[config.mk]
export PLATFORM = sky130hd
export DESIGN_NAME = aer_event_encoder
export DESIGN_NICKNAME = d
export VERILOG_FILES = /design/src/rtl/aer_pkg.sv /design/src/rtl/aer_fifo.sv /design/src/rtl/aer_event_encoder.sv
export SDC_FILE = /design/constraint.sdc
export NUM_CORES = 1
export LEC_CHECK = 0
export BUFFER_PORTS_ARGS = -buffer_cell sky130_fd_sc_hd__clkbuf_2
export CORE_MARGIN = 2
export CORE_UTILIZATION = 37
export CTS_CLUSTER_SIZE = 16
export DETAILED_ROUTE_END_ITERATION = 16
export SKIP_CTS_REPAIR_TIMING = 1
export SYNTH_ARGS = -nofsm -noshare
export SYNTH_HDL_FRONTEND = slang
export SYNTH_SLANG_ARGS = --single-unit
[constraint.sdc]
create_clock -name clk -period 3.5 [get_ports clk]
set_input_delay 0.525 -clock clk [delete_from_list [all_inputs] [get_ports clk]]
set_output_delay 0.525 -clock clk [all_outputs]
set_load 0.05 [all_outputs]
[src/rtl/aer_pkg.sv]
// Shared types and helpers for the AER event encoder.
// Build option AER_TIMESTAMP_EN appends a capture timestamp to every event word.
package aer_pkg;

    localparam int ADDR_W  = 8;
    localparam int GRP_DIM = 4;
    localparam int PIX_DIM = 4;

`ifdef AER_TIMESTAMP_EN
    localparam bit TS_EN = 1'b1;
`else
    localparam bit TS_EN = 1'b0;
`endif

    typedef struct packed {
        logic [3:0] y;
        logic [3:0] x;
    } aer_addr_t;

    typedef struct packed {
        logic       vld;
        logic [3:0] idx;
    } oh_idx_t;

    // vld is set only when exactly one bit is high; idx is meaningful only then.
    function automatic oh_idx_t onehot16_to_idx(input logic [15:0] oh);
        oh_idx_t r;
        int      n;
        r = '0;
        n = 0;
        for (int i = 0; i < 16; i++) begin
            if (oh[i]) begin
                r.idx = r.idx | 4'(i);
                n++;
            end
        end
        r.vld = (n == 1);
        return r;
    endfunction

endpackage

[src/rtl/aer_fifo.sv]
// Synchronous first-word-fall-through FIFO; head entry is always visible on data_o.
// Storage is reset so the output word reads zero out of reset.
module aer_fifo #(
    parameter int W     = 8,
    parameter int DEPTH = 8
) (
    input  logic                   clk,
    input  logic                   reset,
    input  logic                   push_i,
    input  logic [W-1:0]           data_i,
    input  logic                   pop_i,
    output logic [W-1:0]           data_o,
    output logic                   full_o,
    output logic                   empty_o,
    output logic [$clog2(DEPTH):0] count_o
);
    localparam int AW = $clog2(DEPTH);
    localparam logic [AW:0] FULL_CNT = (AW+1)'(DEPTH);

    logic [W-1:0]  mem_q [DEPTH];
    logic [AW-1:0] wr_ptr_q, rd_ptr_q;
    logic [AW:0]   count_q, count_d;
    logic          push_ok, pop_ok;

    assign full_o  = (count_q == FULL_CNT);
    assign empty_o = (count_q == '0);
    assign pop_ok  = pop_i && !empty_o;
    // A push into a full FIFO is accepted only if the head leaves on the same edge.
    assign push_ok = push_i && (!full_o || pop_ok);
    assign data_o  = mem_q[rd_ptr_q];
    assign count_o = count_q;

    always_comb begin
        count_d = count_q;
        if (push_ok && !pop_ok)
            count_d = count_q + (AW+1)'(1);
        else if (pop_ok && !push_ok)
            count_d = count_q - (AW+1)'(1);
    end

    always_ff @(posedge clk or posedge reset) begin
        if (reset) begin
            wr_ptr_q <= '0;
            rd_ptr_q <= '0;
            count_q  <= '0;
        end else begin
            count_q <= count_d;
            if (push_ok) wr_ptr_q <= wr_ptr_q + AW'(1);
            if (pop_ok)  rd_ptr_q <= rd_ptr_q + AW'(1);
        end
    end

    always_ff @(posedge clk or posedge reset) begin
        if (reset) begin
            for (int i = 0; i < DEPTH; i++) mem_q[i] <= '0;
        end else if (push_ok) begin
            mem_q[wr_ptr_q] <= data_i;
        end
    end

endmodule

[src/rtl/aer_event_encoder.sv]
// Turns a group/pixel one-hot grant pair into a buffered AER word with stall and drop reporting.
// Define AER_TIMESTAMP_EN to carry a TS_W-bit capture timestamp in the low bits of the word.
module aer_event_encoder
    import aer_pkg::*;
#(
    parameter int FIFO_DEPTH = 8,
    parameter int TS_W       = 16,
    localparam int AER_W     = ADDR_W + (TS_EN ? TS_W : 0)
) (
    input  logic             clk,
    input  logic             reset,
    input  logic             evt_valid_i,
    input  logic [15:0]      grp_gnt_i,
    input  logic [15:0]      pix_gnt_i,
    output logic             stall_o,
    output logic             aer_valid_o,
    input  logic             aer_ready_i,
    output logic [AER_W-1:0] aer_data_o,
    output logic [7:0]       drop_cnt_o,
    output logic             err_onehot_o
);
    localparam int CW = $clog2(FIFO_DEPTH) + 1;
    localparam logic [CW-1:0] STALL_LVL = CW'(FIFO_DEPTH - 2);

    oh_idx_t          grp, pix;
    aer_addr_t        addr;
    logic             evt_ok, evt_bad;
    logic [AER_W-1:0] cap_word;
    logic             cap_vld_q, cap_vld_d;
    logic [AER_W-1:0] cap_word_q, cap_word_d;
    logic [7:0]       drop_q, drop_d;
    logic             err_q, err_d, stall_q, stall_d;
    logic             fifo_full, fifo_empty, pop, drop;
    logic [CW-1:0]    fifo_cnt;

    assign grp     = onehot16_to_idx(grp_gnt_i);
    assign pix     = onehot16_to_idx(pix_gnt_i);
    assign evt_ok  = evt_valid_i && grp.vld && pix.vld;
    assign evt_bad = evt_valid_i && !(grp.vld && pix.vld);

    // Groups tile the 16x16 array as a 4x4 grid of 4x4 pixel blocks.
    always_comb begin
        addr   = '0;
        addr.x = (grp.idx % 4'(GRP_DIM)) * 4'(PIX_DIM) + (pix.idx % 4'(PIX_DIM));
        addr.y = (grp.idx / 4'(GRP_DIM)) * 4'(PIX_DIM) + (pix.idx / 4'(PIX_DIM));
    end

`ifdef AER_TIMESTAMP_EN
    logic [TS_W-1:0] ts_q;

    always_ff @(posedge clk or posedge reset) begin
        if (reset) ts_q <= '0;
        else       ts_q <= ts_q + TS_W'(1);
    end

    assign cap_word = {addr, ts_q};
`else
    assign cap_word = addr;
`endif

    assign pop  = aer_valid_o && aer_ready_i;
    assign drop = cap_vld_q && fifo_full && !pop;

    always_comb begin
        cap_vld_d  = evt_ok;
        cap_word_d = evt_ok ? cap_word : cap_word_q;
        err_d      = err_q | evt_bad;
        drop_d     = (drop && drop_q != 8'hFF) ? drop_q + 8'd1 : drop_q;
        stall_d    = (fifo_cnt >= STALL_LVL);
    end

    always_ff @(posedge clk or posedge reset) begin
        if (reset) begin
            cap_vld_q  <= 1'b0;
            cap_word_q <= '0;
            drop_q     <= '0;
            err_q      <= 1'b0;
            stall_q    <= 1'b0;
        end else begin
            cap_vld_q  <= cap_vld_d;
            cap_word_q <= cap_word_d;
            drop_q     <= drop_d;
            err_q      <= err_d;
            stall_q    <= stall_d;
        end
    end

    aer_fifo #(
        .W     (AER_W),
        .DEPTH (FIFO_DEPTH)
    ) u_fifo (
        .clk     (clk),
        .reset   (reset),
        .push_i  (cap_vld_q),
        .data_i  (cap_word_q),
        .pop_i   (pop),
        .data_o  (aer_data_o),
        .full_o  (fifo_full),
        .empty_o (fifo_empty),
        .count_o (fifo_cnt)
    );

    assign aer_valid_o  = !fifo_empty;
    assign stall_o      = stall_q;
    assign drop_cnt_o   = drop_q;
    assign err_onehot_o = err_q;

endmodule

==> PnR_summary.wiki, run 1 <==
{| class="wikitable"
! Metric !! Value
|-
| Worst flop-to-flop path startpoint || u_fifo.count_o[0]
|-
| Effective utilization at floorplan || 0.374
|-
| Placeable core region || 22500 sq um
|-
| Number of I/O pins || 55
|-
| Placed cell count || 1445
|-
| Highest net fanout along the worst path || 4
|-
| Max IR drop VDD || 0.000427 V
|-
| Root Buffer Master || clkbuf_16
|-
| Sum Neg Setup Slack || -61.29 ns
|-
| Layout Cells excl Fill || 1480
|-
| Y dimension of the die || 155 um
|-
| Arrival time reported for the critical path endpoint || 9.95 ns
|-
| Worst path setup slack after routing || -6.21 ns
|-
| Met3 usage in global routing || 0.0185
|-
| Flip-flop and latch count after synthesis || 93
|-
| CTS tree || built
|-
| Latest clock arrival within the worst-skew pair || 0.35 ns
|-
| WS Path Type || input port to flop
|-
| Vias || 7682
|-
| Setup violations, final || 10
|-
| Clk buf depth || 2
|-
| Post-detail-place hpwl || 17.3 mm
|-
| Dpl ws || -6.87 ns
|-
| Number of global-route vias before repair || 7576
|-
| Fillers || 1991
|-
| Final wirelength || 22.0 mm
|-
| Routability congestion estimate from global placement || 0.866
|-
| Global-route wire length before repair || 36.5 mm
|-
| Number of antenna violations at the first check in global routing || 0
|-
| Crit path time final || 9.71 ns
|-
| Standby leakage power || 0.00565 uW
|-
| Slew at the pin closest to its max-slew limit || 0.733 ns
|-
| Number of antenna repair diodes || 0
|-
| Hold violation count in the final report || 0
|-
| Number of nets at the end of the flow || 1263
|-
| Final Skew || 0.00856 ns
|-
| Cts bufs inserted || 9
|-
| All-layer global routing usage || 0.184
|-
| H-tree depth || 3
|-
| Horizontal extent of the die || 155 um
|-
| Post-synthesis net count || 949
|-
| Area growth syn-to-layout || 41.0%
|-
| Power density of the placed cells || 799 nW/um^2
|-
| Vias per cell || 5.19
|-
| Count of unique library cells instantiated by Yosys || 80
|-
| Setup repair after global routing missed its margin || true
|-
| Total global routing overflow || 0
|-
| Mean routed wirelength per cell || 14.9 um
|-
| Synthesis Warnings || 0
|-
| Run status || finished, violations left
|-
| Met2 track demand over resource || 0.310
|-
| Number of clock sinks || 93
|-
| CP Launch Type || input port
|-
| Worst Setup End Kind || flop
|-
| Top-count cell post-synth || dfrtp_1
|-
| Post-route DRC || 0
|-
| Proportion of synthesized chip area in sequential cells || 0.277
|-
| Router iterations before antenna repair || 5
|-
| Cell count after synthesis || 876
|-
| Syn Std Cell Area || 8410 sq um
|-
| Row cnt || 55
|-
| Number of buffers and inverters on the critical path || 5
|-
| DRT antenna net count || 0
|-
| Grt met1 use || 0.254
|-
| Top Usage Layer GRT || met2
|-
| Starting DRT DRC Count || 378
|-
| Critical path's top delay family || adder cells
|-
| Post-synth EDFFs || 0
|-
| Required time at the worst-slack endpoint || 3.73 ns
|-
| Standard cell with the maximum stage delay on the critical path || a2111o_1
|-
| Avg Synthesized Cell Area || 9.60 sq um
|-
| Final period util || 2.78
|-
| Synth area leaders || dfrtp_1, mux2_2, xnor2_1, ha_1, mux4_2
|-
| Min-Delay Path Class || input port to asynchronous set/reset pin
|-
| Clock slew seen by the registers of the worst setup and hold paths || 0.06 ns
|-
| Top cell type by total area after synthesis || dfrtp_1
|-
| Maximum number of pins on one net before global-route repair || 53
|-
| Worst relative slew slack || 0.505
|-
| Most frequent cells after synthesis || dfrtp_1, mux2_2, nand2_1
|-
| Number of I/O port buffers || 54
|-
| Die ar. || 23900 sq um
|-
| Async SR Flop Fraction || 1.00
|-
| Top-area cell type share of the netlist area || 0.277
|-
| Launch point of the worst path || grp_gnt_i[0]
|-
| Final Slew Violations || 0
|-
| Top cell by count, worst path || ha_4
|-
| Largest stage delay on the critical path || 0.43 ns
|-
| Failing checks || negative setup slack
|-
| Max-cap violation count || 0
|-
| Min Hold Slack || 0.264 ns
|-
| Post-synth top flop || dfrtp_1
|-
| Achievable clock frequency || 0.103 GHz
|-
| Fraction of final layout cells with drive strength greater than 1 || 0.453
|}
## kinds of logic after synthesis
| family | after synthesis | share of synthesized area |
|---|---|---|
| AO/OA/AOI/OAI | 148 | 0.126 |
| XOR/XNOR | 108 | 0.149 |
| adder cells (fa/ha/maj) | 37 | 0.0559 |
| buffers and inverters | 73 | 0.0336 |
| flip-flops | 93 | 0.277 |
| multiplexers | 109 | 0.167 |
| AND/OR/NAND/NOR | 308 | 0.192 |
## power breakdown
part	total (uW)	internal, uW	switching, uW
registers	1400	1200	204
logic	7140	3920	3210
clock network	935	524	411
## cells in the final DEF, fill, tap and decap left out, types with 10 or more instances in the layout
cell      count
nor2b_1      11
xnor3_1      14
nand2_1      80
ha_1         23
inv_1        27
nand3_1      29
buf_4       287
mux2_2       78
xor2_1       24
nor3_1       21
nand4_1      18
xnor2_1      59
ha_4         13
clkbuf_2     52
dfrtp_1      93
nor2_1       44
o211ai_1     12
o21ai_0      23
a21oi_1      18
mux2_4       10
and2_1       12
mux4_2       16
## sequential cells by signal, indices dropped and copies added, names as in the netlist
signal           flops
cap_word_q           8
cap_vld_q            1
u_fifo.rd_ptr_q      3
u_fifo.count_o       4
u_fifo.mem_q        64
stall_o              1
err_onehot_o         1
drop_cnt_o           8
u_fifo.wr_ptr_q      3
## per-layer routing
metal,wire (um),vias to the layer above
li1,-,3877
met1,10600,3669
met2,10600,107
met3,539,29
met4,335,0
met5,0,-
## layout make-up
cell class / instances / area, sq um / share of cell area
multi-input cells: 710 / 6270 / 0.529
repair buffers: 343 / 2470 / 0.209
flip-flops and latches: 93 / 2330 / 0.196
well taps: 285 / 357 / 0.0301
clock buffers: 12 / 256 / 0.0216
inverters: 33 / 140 / 0.0118
clock inverters: 4 / 30.0 / 0.00253
## metrics by stage
| stage | power [uW] | cell area, sq um | utilization |
|---|---|---|---|
| final | 9470 | 11900 | 0.527 |
| after global routing | 10300 | 11900 | 0.527 |
| after CTS | 8950 | 11400 | 0.508 |
| after detailed placement | 7980 | 11100 | 0.495 |
| after global placement | 7850 | 11100 | 0.495 |
| after floorplan | 5280 | 8620 | - |
## path summary, 6_finish.rpt
| check | to | slack, ns | depth (start not counted) |
|---|---|---|---|
| worst min-delay path | u_fifo.count_o[1] | 0.26 | 2 |
| worst min register to register | u_fifo.mem_q[51] | 0.50 | 1 |
| min in group clk | u_fifo.rd_ptr_q[2] | 0.47 | 3 |
| max in group asynchronous | u_fifo.mem_q[53] | 2.55 | 3 |
| worst max register to register | u_fifo.count_o[3] | 0.86 | 12 |
| worst max-delay path | cap_word_q[7] | -6.21 | 53 |
Power figures use the tool's default switching activity.
==> run 2, diff against run 1 <==
PLACE_DENSITY_LB_ADDON = 0.25   (was not set)
==> PnR_summary.wiki, run 2 (synthesized netlist as in run 1, its figures left out) <==
{| class="wikitable"
! Metric !! Value
|-
| Setup violations, final || 10 (unchanged)
|-
| Starting DRT DRC Count || 356 (-5.8%)
|-
| Fillers || 2048 (+2.9%)
|-
| Root Buffer Master || clkbuf_16
|-
| Clock slew seen by the registers of the worst setup and hold paths || 0.06 ns (about the same)
|-
| Mean routed wirelength per cell || 14.8 um (-0.61%)
|-
| Horizontal extent of the die || 155 um (unchanged)
|-
| Row cnt || 55 (unchanged)
|-
| Number of clock sinks || 93 (unchanged)
|-
| Largest stage delay on the critical path || 0.55 ns (+0.12 ns)
|-
| Required time at the worst-slack endpoint || 3.73 ns (about the same)
|-
| Effective utilization at floorplan || 0.374 (unchanged)
|-
| Slew at the pin closest to its max-slew limit || 0.824 ns (+0.0914 ns)
|-
| Post-detail-place hpwl || 17.1 mm (-1.3%)
|-
| Top cell by count, worst path || ha_4
|-
| Vias || 7686 (+0.052%)
|-
| Placed instance area || 11200 sq um (+0.29%)
|-
| Standby leakage power || 0.00561 uW (-0.70%)
|-
| Hold violation count in the final report || 0 (unchanged)
|-
| Crit path time final || 9.54 ns (-0.173 ns)
|-
| Cts bufs inserted || 9 (unchanged)
|-
| Setup repair after global routing missed its margin || true
|-
| Final Skew || 0.00647 ns (-0.00209 ns)
|-
| Max reg flops || 64 (unchanged)
|-
| Run status || finished, violations left
|-
| Dpl ws || -6.73 ns (+0.133 ns)
|-
| Routability congestion estimate from global placement || 0.813 (-6.2%)
|-
| Total power of the final layout || 9370 uW (-1.1%)
|-
| Number of I/O pins || 55 (unchanged)
|-
| Final Slew Violations || 0 (unchanged)
|-
| Worst Setup End Kind || flop
|-
| Maximum number of pins on one net before global-route repair || 49 (-7.5%)
|-
| CP Launch Type || input port
|-
| Number of global-route vias before repair || 7481 (-1.3%)
|-
| Most common cell after layout, fill and taps aside || buf_4
|-
| Commonest non-fill, non-tap cells in the layout || buf_4, dfrtp_1, nand2_1, mux2_2, xnor2_1
|-
| Failing checks || negative setup slack
|-
| Max IR drop VDD || 0.000712 V (+67%)
|-
| Final wirelength || 21.9 mm (-0.74%)
|-
| All-layer global routing usage || 0.182 (-0.00261)
|-
| Total global routing overflow || 0 (unchanged)
|-
| Clk buf depth || 2 (unchanged)
|-
| Layout Cells excl Fill || 1478 (-0.14%)
|-
| Router iterations before antenna repair || 5 (unchanged)
|-
| Latest clock arrival within the worst-skew pair || 0.35 ns (about the same)
|-
| Worst relative slew slack || 0.451 (-0.0547)
|-
| H-tree depth || 3 (unchanged)
|-
| Highest net fanout along the worst path || 5 (+1)
|-
| Post-route DRC || 0 (unchanged)
|-
| Area growth syn-to-layout || 40.6%
|-
| Most flop-heavy register || u_fifo.mem_q
|-
| Number of nets at the end of the flow || 1261 (-0.16%)
|-
| Arrival time reported for the critical path endpoint || 9.77 ns (-0.18 ns)
|-
| Vias per cell || 5.20 (+0.19%)
|-
| Share of the core filled with cells in the final layout || 0.525 (-0.00150)
|-
| DRT antenna net count || 0 (unchanged)
|-
| Global-route wire length before repair || 36.1 mm (-1.3%)
|-
| Max-cap violation count || 0 (unchanged)
|-
| Number of I/O port buffers || 54 (unchanged)
|-
| Min-Delay Path Class || input port to asynchronous set/reset pin
|-
| Number of antenna violations at the first check in global routing || 0 (unchanged)
|-
| Standard cell with the maximum stage delay on the critical path || or4b_4
|-
| Placed cell count || 1451 (+0.42%)
|-
| Worst path setup slack after routing || -6.04 ns (+0.173 ns)
|-
| Final period util || 2.73 (-0.0495)
|-
| Y dimension of the die || 155 um (unchanged)
|-
| Power density of the placed cells || 793 nW/um^2 (-0.77%)
|-
| CTS tree || built
|-
| Die ar. || 23900 sq um (unchanged)
|-
| Number of antenna repair diodes || 0 (unchanged)
|-
| Post-route cell area || 11800 sq um (-0.29%)
|-
| WS Path Type || input port to flop
|-
| Fraction of final layout cells with drive strength greater than 1 || 0.452 (-0.000917)
|-
| Achievable clock frequency || 0.105 GHz (+1.8%)
|-
| Placeable core region || 22500 sq um (unchanged)
|}
-- run 2: critical path: cells and delay by family --
family	cells	cell delay, ns
AOI/OAI and AO/OA	10	1.91
adders and majority gates	12	3.19
xor gates and xnor gates	2	0.36
and+or+nand+nor	20	2.85
buffers and inverters	5	0.43
muxes	2	0.46
-- run 2: metal layers --
metal | track usage | share of wire | up-vias
li1 | - | - | 3871
met2 | 0.312 | 0.48 | 112
met3 | 0.0157 | 0.018 | 19
met1 | 0.254 | 0.49 | 3684
met4 | 0.0295 | 0.0092 | 0
met5 | 0 | 0 | -
-- run 2: final timing paths --
check                                  start                 end  slack, ns  cells after the start
min reg2reg                     err_onehot_o        err_onehot_o       0.49                      1
max in group asynchronous              reset    u_fifo.mem_q[11]       2.37                      3
max reg2reg                u_fifo.count_o[0]   u_fifo.count_o[3]       0.85                     12
min in group clk                 aer_ready_i  u_fifo.rd_ptr_q[2]       0.47                      3
max                             grp_gnt_i[0]       cap_word_q[4]      -6.04                     51
min                                    reset       drop_cnt_o[4]       0.28                      2
-- run 2: per-stage QoR --
stage,hold slack [ns],setup TNS [ns]
2_1_floorplan,0.474,-65.19
3_3_place_gp,0.482,-64.88
3_5_place_dp,0.484,-66.28
4_1_cts,0.321,-63.04
5_1_grt,0.362,-64.67
6_report,0.284,-59.64
-- run 2: report_power, final --
part	switching (uW)	internal [uW]	total, uW
clock network	419	486	905
logic	3190	3880	7070
registers	199	1200	1400
total	3810	5560	9370
-- run 2: area by class of cell --
class,count,area [sq um],area share
Clock buffer,10,229,0.0194
Clock inverter,6,46.3,0.00392
Inverter,33,140,0.0119
Multi-Input combinational cell,710,6280,0.531
Sequential cell,93,2330,0.197
Tap cell,285,357,0.0302
Timing Repair Buffer,341,2440,0.207
==> run 3, diff against run 2 <==
GPL_TIMING_DRIVEN = 0   (was not set)
==> PnR_summary.wiki, run 3 (synthesized netlist as in run 1, its figures left out) <==
{| class="wikitable"
! Metric !! Value
|-
| Run status || finished, violations left
|-
| Failing checks || negative setup slack
|-
| Top cell by count, worst path || ha_4
|-
| Row cnt || 55 (unchanged)
|-
| All-layer global routing usage || 0.168 (-0.0134)
|-
| Final period util || 2.88 (+0.152)
|-
| Standard cell with the maximum stage delay on the critical path || or4b_4
|-
| Power density of the placed cells || 787 nW/um^2 (-0.73%)
|-
| Slew at the pin closest to its max-slew limit || 1.09 ns (+0.270 ns)
|-
| Final Skew || 0.00965 ns (+0.00319 ns)
|-
| Horizontal extent of the die || 155 um (unchanged)
|-
| DRT antenna net count || 0 (unchanged)
|-
| Post-route cell area || 10100 sq um (-14%)
|-
| Max IR drop VDD || 0.000304 V (-57%)
|-
| Commonest non-fill, non-tap cells in the layout || dfrtp_1, mux2_2, nand2_1, xnor2_1, nor2_1
|-
| Fraction of final layout cells with drive strength greater than 1 || 0.294 (-0.158)
|-
| Most flop-heavy register || u_fifo.mem_q
|-
| Maximum number of pins on one net before global-route repair || 64 (+31%)
|-
| Vias per cell || 5.59 (+7.5%)
|-
| WS Path Type || input port to flop
|-
| Clk buf depth || 2 (unchanged)
|-
| Largest stage delay on the critical path || 0.53 ns (-0.02 ns)
|-
| Number of nets at the end of the flow || 1035 (-18%)
|-
| CP Launch Type || input port
|-
| Die ar. || 23900 sq um (unchanged)
|-
| Setup repair after global routing missed its margin || true
|-
| Router iterations before antenna repair || 6 (+1)
|-
| Final Slew Violations || 0 (unchanged)
|-
| Sum Neg Setup Slack || -64.66 ns (-5.01 ns)
|-
| Clock slew seen by the registers of the worst setup and hold paths || 0.07 ns (about the same)
|-
| Min-Delay Path Class || input port to asynchronous set/reset pin
|-
| Standby leakage power || 0.00444 uW (-21%)
|-
| Starting DRT DRC Count || 360 (+1.1%)
|-
| Total power of the final layout || 7980 uW (-15%)
|-
| Vias || 6996 (-9.0%)
|-
| Mean routed wirelength per cell || 16.5 um (+12%)
|-
| Number of global-route vias before repair || 6553 (-12%)
|-
| Hold violation count in the final report || 0 (unchanged)
|-
| Worst path setup slack after routing || -6.57 ns (-0.531 ns)
|-
| Placeable core region || 22500 sq um (unchanged)
|-
| Area growth syn-to-layout || 20.5%
|-
| Number of antenna violations at the first check in global routing || 0 (unchanged)
|-
| Setup violations, final || 10 (unchanged)
|-
| Root Buffer Master || clkbuf_16
|-
| Y dimension of the die || 155 um (unchanged)
|-
| Total global routing overflow || 0 (unchanged)
|-
| Max reg flops || 64 (unchanged)
|-
| Global-route wire length before repair || 33.0 mm (-8.5%)
|-
| Number of clock sinks || 93 (unchanged)
|-
| Most common cell after layout, fill and taps aside || dfrtp_1
|-
| Dpl ws || -7.98 ns (-1.24 ns)
|-
| Worst Setup End Kind || flop
|-
| Number of antenna repair diodes || 0 (unchanged)
|-
| Latest clock arrival within the worst-skew pair || 0.35 ns (about the same)
|-
| Effective utilization at floorplan || 0.374 (unchanged)
|-
| CTS tree || built
|-
| Number of I/O port buffers || 41 (-24%)
|-
| H-tree depth || 3 (unchanged)
|-
| Worst relative slew slack || 0.265 (-0.186)
|-
| Arrival time reported for the critical path endpoint || 10.31 ns (+0.54 ns)
|-
| Highest net fanout along the worst path || 5 (unchanged)
|-
| Post-detail-place hpwl || 15.1 mm (-12%)
|-
| Required time at the worst-slack endpoint || 3.74 ns (about the same)
|-
| Cts bufs inserted || 9 (unchanged)
|-
| Number of I/O pins || 55 (unchanged)
|-
| Min Hold Slack || 0.164 ns (-0.120 ns)
|-
| Fillers || 2171 (+6.0%)
|-
| Achievable clock frequency || 0.0993 GHz (-5.3%)
|-
| Max-cap violation count || 0 (unchanged)
|-
| Routability congestion estimate from global placement || 0.819 (+0.81%)
|-
| Placed instance area || 9250 sq um (-17%)
|-
| Crit path time final || 10.07 ns (+0.531 ns)
|-
| Final wirelength || 20.7 mm (-5.4%)
|-
| Post-route DRC || 0 (unchanged)
|}
## run 3: stage by stage
step | instances | util
6_report | 1252 | 0.450
5_1_grt | 1252 | 0.450
4_1_cts | 1221 | 0.425
3_5_place_dp | 1205 | 0.411
3_3_place_gp | 1202 | 0.408
2_1_floorplan | 876 | -
## run 3: path summary, 6_finish.rpt
kind | slack [ns] | endpoint | cells past startpoint | from
worst max-delay path | -6.57 | cap_word_q[4] | 51 | grp_gnt_i[1]
worst min-delay path | 0.16 | u_fifo.wr_ptr_q[2] | 2 | reset
worst max register to register | 0.86 | u_fifo.count_o[3] | 12 | u_fifo.count_o[0]
worst min register to register | 0.48 | err_onehot_o | 1 | err_onehot_o
max in group asynchronous | 2.70 | u_fifo.mem_q[33] | 3 | reset
min in group clk | 0.47 | u_fifo.rd_ptr_q[2] | 3 | aer_ready_i
## run 3: layer usage
metal	wire length (um)	vias up	global-route usage
li1	-	3417	-
met1	10100	3435	0.232
met2	9770	122	0.284
met3	613	22	0.0230
met4	233	0	0.0326
met5	0	-	0
## run 3: worst max-delay path, delay by kind of cell
family / cells / cell delay [ns]
buf+inv: 5 / 0.45
simple gates: 20 / 2.99
compound gates: 10 / 2.15
mux: 2 / 0.49
fa+ha+maj: 12 / 3.34
xor+xnor: 2 / 0.33
## run 3: cell type report
cell class / instances / area (sq um) / share of cell area
Sequential cell: 93 / 2330 / 0.230
Tap cell: 285 / 357 / 0.0352
Multi-Input combinational cell: 711 / 6340 / 0.625
Inverter: 33 / 141 / 0.0139
Clock buffer: 9 / 225 / 0.0222
Buffer: 40 / 160 / 0.0158
Clock inverter: 7 / 90.1 / 0.00889
Timing Repair Buffer: 74 / 497 / 0.0490
## run 3: report_power, final
group	internal, uW	switching [uW]
logic	2580	3030
registers	1200	141
clock network	575	459
